==> src/rtl/top.sv <==
// Three-car elevator controller: three identical, independent per-car FSMs
// sharing one clock. Each car follows a live floor request one floor at a time.
// Each car holds its door open for a fixed time on arrival.

module elevator_car #(
  parameter int unsigned MOVE_CYCLES = 2,
  parameter int unsigned DOOR_CYCLES = 2
) (
  input  logic       clk_i,
  input  logic       rst_i,
  input  logic [2:0] floor_i,
  output logic [2:0] floor_o
);

  localparam int unsigned MW = (MOVE_CYCLES > 1) ? $clog2(MOVE_CYCLES) : 1;
  localparam int unsigned DW = (DOOR_CYCLES > 1) ? $clog2(DOOR_CYCLES) : 1;
  localparam logic [MW-1:0] MOVE_LAST = MW'(MOVE_CYCLES - 1);
  localparam logic [DW-1:0] DOOR_LAST = DW'(DOOR_CYCLES - 1);

  typedef enum logic [1:0] {
    IDLE      = 2'd0,
    MOVE_UP   = 2'd1,
    MOVE_DOWN = 2'd2,
    DOOR_OPEN = 2'd3
  } state_t;

  // state_q is the observable FSM state for checkers.
  state_t        state_q;
  logic [2:0]    cur_q;
  logic [2:0]    tgt_q;
  logic [MW-1:0] step_cnt_q;
  logic [DW-1:0] door_cnt_q;
  logic [2:0]    step_floor_d;

  // Floor after one step toward the live target, clamped to 0..7.
  always_comb begin
    step_floor_d = cur_q;
    if (tgt_q > cur_q && cur_q != 3'd7) begin
      step_floor_d = cur_q + 3'd1;
    end else if (tgt_q < cur_q && cur_q != 3'd0) begin
      step_floor_d = cur_q - 3'd1;
    end
  end

  // Car FSM: request sampling, travel timing, stepping and door timing.
  always_ff @(posedge clk_i) begin
    if (rst_i) begin
      state_q    <= IDLE;
      cur_q      <= 3'd0;
      tgt_q      <= 3'd0;
      step_cnt_q <= '0;
      door_cnt_q <= '0;
    end else begin
      // The request is registered every cycle; the FSM acts on the registered copy.
      tgt_q <= floor_i;
      case (state_q)
        IDLE: begin
          if (tgt_q > cur_q) begin
            state_q    <= MOVE_UP;
            step_cnt_q <= '0;
          end else if (tgt_q < cur_q) begin
            state_q    <= MOVE_DOWN;
            step_cnt_q <= '0;
          end
        end
        MOVE_UP, MOVE_DOWN: begin
          if (step_cnt_q != MOVE_LAST) begin
            step_cnt_q <= step_cnt_q + MW'(1);
          end else begin
            step_cnt_q <= '0;
            if (tgt_q == cur_q) begin
              // Target moved onto this floor mid-travel: open without moving.
              state_q    <= DOOR_OPEN;
              door_cnt_q <= '0;
            end else begin
              cur_q <= step_floor_d;
              if (step_floor_d == tgt_q) begin
                state_q    <= DOOR_OPEN;
                door_cnt_q <= '0;
              end else if (tgt_q > step_floor_d) begin
                state_q <= MOVE_UP;
              end else begin
                state_q <= MOVE_DOWN;
              end
            end
          end
        end
        DOOR_OPEN: begin
          if (door_cnt_q == DOOR_LAST) begin
            state_q    <= IDLE;
            door_cnt_q <= '0;
          end else begin
            door_cnt_q <= door_cnt_q + DW'(1);
          end
        end
        default: state_q <= IDLE;
      endcase
    end
  end

  assign floor_o = cur_q;

endmodule

module top #(
  parameter int unsigned MOVE_CYCLES = 2,
  parameter int unsigned DOOR_CYCLES = 2
) (
  input  logic       clk,
  input  logic       rst,
  input  logic       rst1,
  input  logic       rst2,
  input  logic       rst3,
  input  logic [2:0] floor1,
  input  logic [2:0] floor2,
  input  logic [2:0] floor3,
  output logic [2:0] out1,
  output logic [2:0] out2,
  output logic [2:0] out3
);

  elevator_car #(.MOVE_CYCLES(MOVE_CYCLES), .DOOR_CYCLES(DOOR_CYCLES)) u_car1 (
    .clk_i(clk), .rst_i(rst | rst1), .floor_i(floor1), .floor_o(out1)
  );

  elevator_car #(.MOVE_CYCLES(MOVE_CYCLES), .DOOR_CYCLES(DOOR_CYCLES)) u_car2 (
    .clk_i(clk), .rst_i(rst | rst2), .floor_i(floor2), .floor_o(out2)
  );

  elevator_car #(.MOVE_CYCLES(MOVE_CYCLES), .DOOR_CYCLES(DOOR_CYCLES)) u_car3 (
    .clk_i(clk), .rst_i(rst | rst3), .floor_i(floor3), .floor_o(out3)
  );

endmodule

==> config.mk <==
export PLATFORM = sky130hd
export DESIGN_NAME = top
export DESIGN_NICKNAME = d
export VERILOG_FILES = /design/src/rtl/top.sv
export SDC_FILE = /design/constraint.sdc
export NUM_CORES = 1
export LEC_CHECK = 0
export ABC_CLOCK_PERIOD_IN_PS = 2600
export BUFFER_PORTS_ARGS = -buffer_cell sky130_fd_sc_hd__buf_2
export CAP_MARGIN = 0
export CORE_ASPECT_RATIO = 1.2
export CORE_MARGIN = 3
export CORE_UTILIZATION = 48
export DETAILED_ROUTE_END_ITERATION = 7
export PLACE_DENSITY_LB_ADDON = 0.25
export SLEW_MARGIN = 15
export SYNTH_ARGS = -nofsm -noshare
export SYNTH_HDL_FRONTEND = slang
export SYNTH_HIERARCHICAL = 1
export SYNTH_SLANG_ARGS = --single-unit
==> constraint.sdc <==
create_clock -name clk -period 2.6 [get_ports clk]
set_input_delay 0.65 -clock clk [delete_from_list [all_inputs] [get_ports clk]]
set_output_delay 0.65 -clock clk [all_outputs]
set_load 0.02 [all_outputs]
# After elaboration in Yosys (flattened, before gate mapping)
# Cells that the tools add are included.
# word_totals
ff_bits,30
output_inout_bits,9
in_bits,14
word_cells,162
# classes
add_sub_neg,12
muxes,57
n_reduce_logical,33
magnitude_cmp,9
bitwise,6
n_eq_ne,30
# ops
operator,n
2-bit 2-to-1 mux,21
3-bit AND reduction,9
1-bit 2-to-1 mux,21
3-bit equality test,6
3-bit > comparator,6
3-bit 2-to-1 mux,6
3-bit by 1-bit inequality test with 1-bit output (second input constant),6
2-bit one-hot mux with 3 select lines,3
2-bit equality test (second input constant),6
2-bit by 1-bit inequality test with 1-bit output (second input constant),6
1-bit one-hot mux with 2 select lines,6
2-bit nonzero test,6
3-bit by 1-bit adder with 3-bit output (second input constant),3
3-bit < comparator,3
3-bit inequality test (second input constant),3
3-bit nonzero test,3
3-bit by 1-bit subtractor with 3-bit output (second input constant),3
1-bit adder (second input constant),6
2-bit by 1-bit equality test with 1-bit output (second input constant),3
1-bit logical AND,6
2-bit logical NOT,3
2-bit AND reduction,3
2-bit OR reduction,3
1-bit inverter,3
1-bit OR,3

# Logic depth before layout (Yosys ltp)
# logic_depth
word_depth,10
depth_mapped,14
depth_no_buf,13

# Modules after synthesis
# The synthesis kept the hierarchy.
# modules_own_cells
module,cells_per_inst,area_per_inst_um2,instances
elevator_car,92,794.5,3
top,3,18.8,1

# Least setup slack after synthesis
# OpenSTA, ideal clock, no wires.
# synth_timing
path_type,reg2reg
from,"register u_car1.cur_q[2], in the netlist u_car1/floor_o[2]"
to,register u_car1.state_q[0]
setup_time_ns,0.118
arrival_ns,2.605
t_required_ns,2.482
slack_ns,-0.123
stages_incl_launch_ff,14
n_path_buf,1
cell_sequence,dfxtp_1 inv_1 ha_1 and3_1 buf_6 nor2_1 nand2_1 o32ai_1 o21bai_1 ha_1 a31oi_1 or2b_1 a31oi_1 nor3_1
# synth_between
elab_chain_cells,10
elab_cells_between_ends,21
# synth_rtl
item,line_no,text
from (decl),29,logic [2:0] cur_q;
from (signal assigned),76,cur_q <= step_floor_d;
3-bit < comparator or 3-bit nonzero test (tied branches),"40, 61",
1-bit logical AND,40,end else if (tgt_q < cur_q && cur_q != 3'd0) begin
3-bit 2-to-1 mux,40,
3-bit 2-to-1 mux,38,if (tgt_q > cur_q && cur_q != 3'd7) begin
3-bit > comparator,80,end else if (tgt_q > step_floor_d) begin
2-bit 2-to-1 mux,80,
2-bit 2-to-1 mux,77,if (step_floor_d == tgt_q) begin
2-bit 2-to-1 mux,71,if (tgt_q == cur_q) begin
2-bit 2-to-1 mux,67,if (step_cnt_q != MOVE_LAST) begin
2-bit one-hot mux with 3 select lines,56,case (state_q)
to (signal assigned),59,state_q <= MOVE_UP;
to (signal assigned),73,state_q <= DOOR_OPEN;
to (signal assigned),78,state_q <= DOOR_OPEN;
to (decl),28,state_t state_q;
# Parallel ways exist; a longest one is shown, timed or not. The select of a mux whose other input is x is not followed.
# A chain may end at the register's enable or synchronous reset.

# Final worst setup path
# Same ends and word-level chain as after synthesis.

==> impl_metrics.toml <==
[global_routing]
grt_pass1_wl_mm = 9.00
globalRouteTotalUtil = 0.185
grt_max_degree = 13
vias_in_the_first_global_route = 2058
global_route.overflow_total = 0
antenna_found_initial = 0

[yosys]
syn_area_um2 = 2400
async_flop_share = 0
ys.warnings.count = 6
post_synth.cell_area_avg_um2 = 8.61
post_synthesis_sequential_element_count = 30
syn_nets = 332
synth_ff_type = "dfxtp_1"
synth_edf_count = 0
synth-seq-area-share = 0.250
netlist-cell-type-count = 33
syn-instance-count = 279

[die]
fp.dieArea_um2 = 5890
fp.dieW_um = 70.6
floorplan.initialDensity = 0.512
die_height_um = 83.5
io_pins = 23
row_count = 27
core_area_um2 = 4700

[sta]
finalSetupViolations = 3
worst_slew_margin_relative_to_its_limit = 0.672
timing_worst_slew_pin_value_ns = 0.493
hold_slack_ns = 0.498
timing.final.crit_share = 1.01
finalWorstSetupSlack_ns = -0.0148
setup_total_negative_slack_ns = -0.0291
fmax_mhz = 382
final-max-slew-violation-count = 0
unrepaired_setup_endpoints_after_global_routing = "true"
fin_skew_ns = 0.00711
final-hold-violation-count = 0
layout_min_cycle_time_ns = 2.61

[clocking]
cts_buffer_depth = 2
clk-insertion-delay-late_ns = 0.28
cts_buf_count = 5
post_cts_hold_buffer_count = 0
cts.root.buffer_cell = "clkbuf_8"
htreeDepth = 2
clk_transition_reported_paths_ns = 0.07
clock_tree_from_tritoncts = "built"
clock_sinks = 30

[power]
leakagePower_nw = 1.31
pwr_density_cell_nw_per_um2 = 422
irDropWorstVdd_v = 0.000372
post-layout-total-power_mw = 1.34

[route]
first_iter_violations = 72
drc = 0
ant_nets = 0
vias = 2229
avgRoutedWirePerCell_um = 16.3
routed_wirelength_mm = 6.25
drt_first_pass_iters = 4
route.detailed.vias_per_inst = 5.82

[placed_design]
gpl.final_weighted_congestion = 0.884
worst_setup_slack_after_placement_ns = -0.119
post-dp-hpwl_mm = 3.83
placed_cells = 370
place_area_um2 = 2660
buffer_ports.inserted = 22

[worst_setup_path]
ff2ff_path_depth = 13
path_class = "reg2reg"
startpoint_type = "flip-flop"
crit_required_ns = 2.75
cp_data_arrival_time_ns = 2.77
worstSetupEndpointType = "flip-flop"
crit_path_max_fanout = 5
worst-r2r-setup-slack_ns = -0.01
worst_setup_path_startpoint = "u_car1/floor_o[2]"
reg2reg_to = "u_car1/state_q[0]"
timing.rr.start = "u_car1/floor_o[2]"
cp-endpoint = "u_car1/state_q[0]"

[hold_path]
hold_path_class = "reg2reg"

[layout]
instances_no_fill = 383
stdcell_area_um2 = 3160
nets = 379
proportion_of_layout_cells_with_a_drive_suffix_above_1 = 0.409
final_core_util = 0.673
antenna_cells = 0
layout-area-overhead-vs-synth_pct = 31.6

[status]
violations = "setup timing"
outcome = "finished with violations"

[job]
drv.max_cap_violation_count = 0
## worst min-delay path by stage
stage / slack, ns / start / to / cells past startpoint
after floorplan: 0.46 / u_car1/door_cnt_q / u_car1/door_cnt_q / 2
after global placement: 0.47 / u_car2/door_cnt_q / u_car2/door_cnt_q / 2
after detailed placement: 0.49 / u_car2/door_cnt_q / u_car2/door_cnt_q / 2
after CTS: 0.50 / u_car2/door_cnt_q / u_car2/door_cnt_q / 2
after global routing: 0.51 / u_car2/door_cnt_q / u_car2/door_cnt_q / 2
final: 0.50 / u_car2/door_cnt_q / u_car2/door_cnt_q / 2
## state kept, by name, indices dropped and copies added, names as in the netlist, 2 cells and up
name / flops
u_car1/floor_o: 3
u_car2/tgt_q: 3
u_car2/floor_o: 3
u_car2/state_q: 2
u_car3/floor_o: 3
u_car1/state_q: 2
u_car3/state_q: 2
u_car3/tgt_q: 3
u_car1/tgt_q: 3
## critical path, cell delays in order, from the launching register on
cell and delay, ns:
dfxtp_2 0.33, inv_2 0.05, ha_4 0.23, a21oi_4 0.18, nand2_2 0.15, nand2_4 0.13, o32ai_4 0.09, o21bai_1 0.17
ha_1 0.35, a21oi_1 0.21, o21ai_1 0.12, or2b_1 0.24, a31oi_1 0.17, nor3_1 0.06
## routing by layer
| metal | global-route usage | share of wire | wire [um] |
|---|---|---|---|
| met5 | 0 | 0 | 0 |
| met4 | 0.0650 | 0.015 | 94 |
| met3 | 0.0494 | 0.044 | 273 |
| met2 | 0.320 | 0.52 | 3260 |
| met1 | 0.219 | 0.42 | 2620 |
## layout by cell type, fill, tap and decap left out, types with 7 or more instances in the layout
| cell type | count |
|---|---|
| a21o_1 | 9 |
| a21oi_1 | 8 |
| buf_2 | 22 |
| buf_4 | 27 |
| dfxtp_1 | 19 |
| dfxtp_2 | 9 |
| ha_1 | 24 |
| ha_2 | 7 |
| ha_4 | 8 |
| inv_1 | 24 |
| nand2_1 | 12 |
| nor2_1 | 15 |
| nor2b_1 | 12 |
| o21ai_0 | 12 |
## final cells by class
type                    count  area (um^2)
inverters                  30          113
flip-flops and latches     30          619
repair buffers             49          313
well taps                  58         72.6
clock buffers               6         82.6
fillers                   345         1530
multi-input cells         210         1960
## report_power, final
group	switching, mW	internal [mW]
clock network	0.177	0.204
registers	0.0193	0.478
logic	0.238	0.219
## cell families (layout without fill, tap and decap cells)
family          after synthesis  in the layout  share of synthesized area
xor+xnor                      6              6                     0.0219
mux                           6              6                     0.0312
flops                        30             30                      0.250
compound gates               78             78                      0.227
fa+ha+maj                    39             39                      0.203
buf+inv                      39             85                     0.0797
simple gates                 81             81                      0.187
## cell usage after synthesis (6+ instances only)
cell type   n  area (um^2)
nor2b_1    12         75.1
o21ai_0    21          105
a221oi_1    6         52.6
nand2b_1    6         37.5
a31oi_1     9         56.3
a21oi_1    12         60.1
xnor2_1     6         52.6
buf_6       6         67.6
inv_1      30          113
ha_1       39          488
nor2_1     18         67.6
a21o_1      9         67.6
dfxtp_1    30          601
nand2_1    18         67.6
## timing repair
action                     in CTS  in global routing
hold endpoints to repair        0                  0
setup buffers                   0                  7
setup endpoints to repair       7                  9
pin swaps                       4                 39
gates resized for setup        18                 66
(Power assumes the default switching activity.)
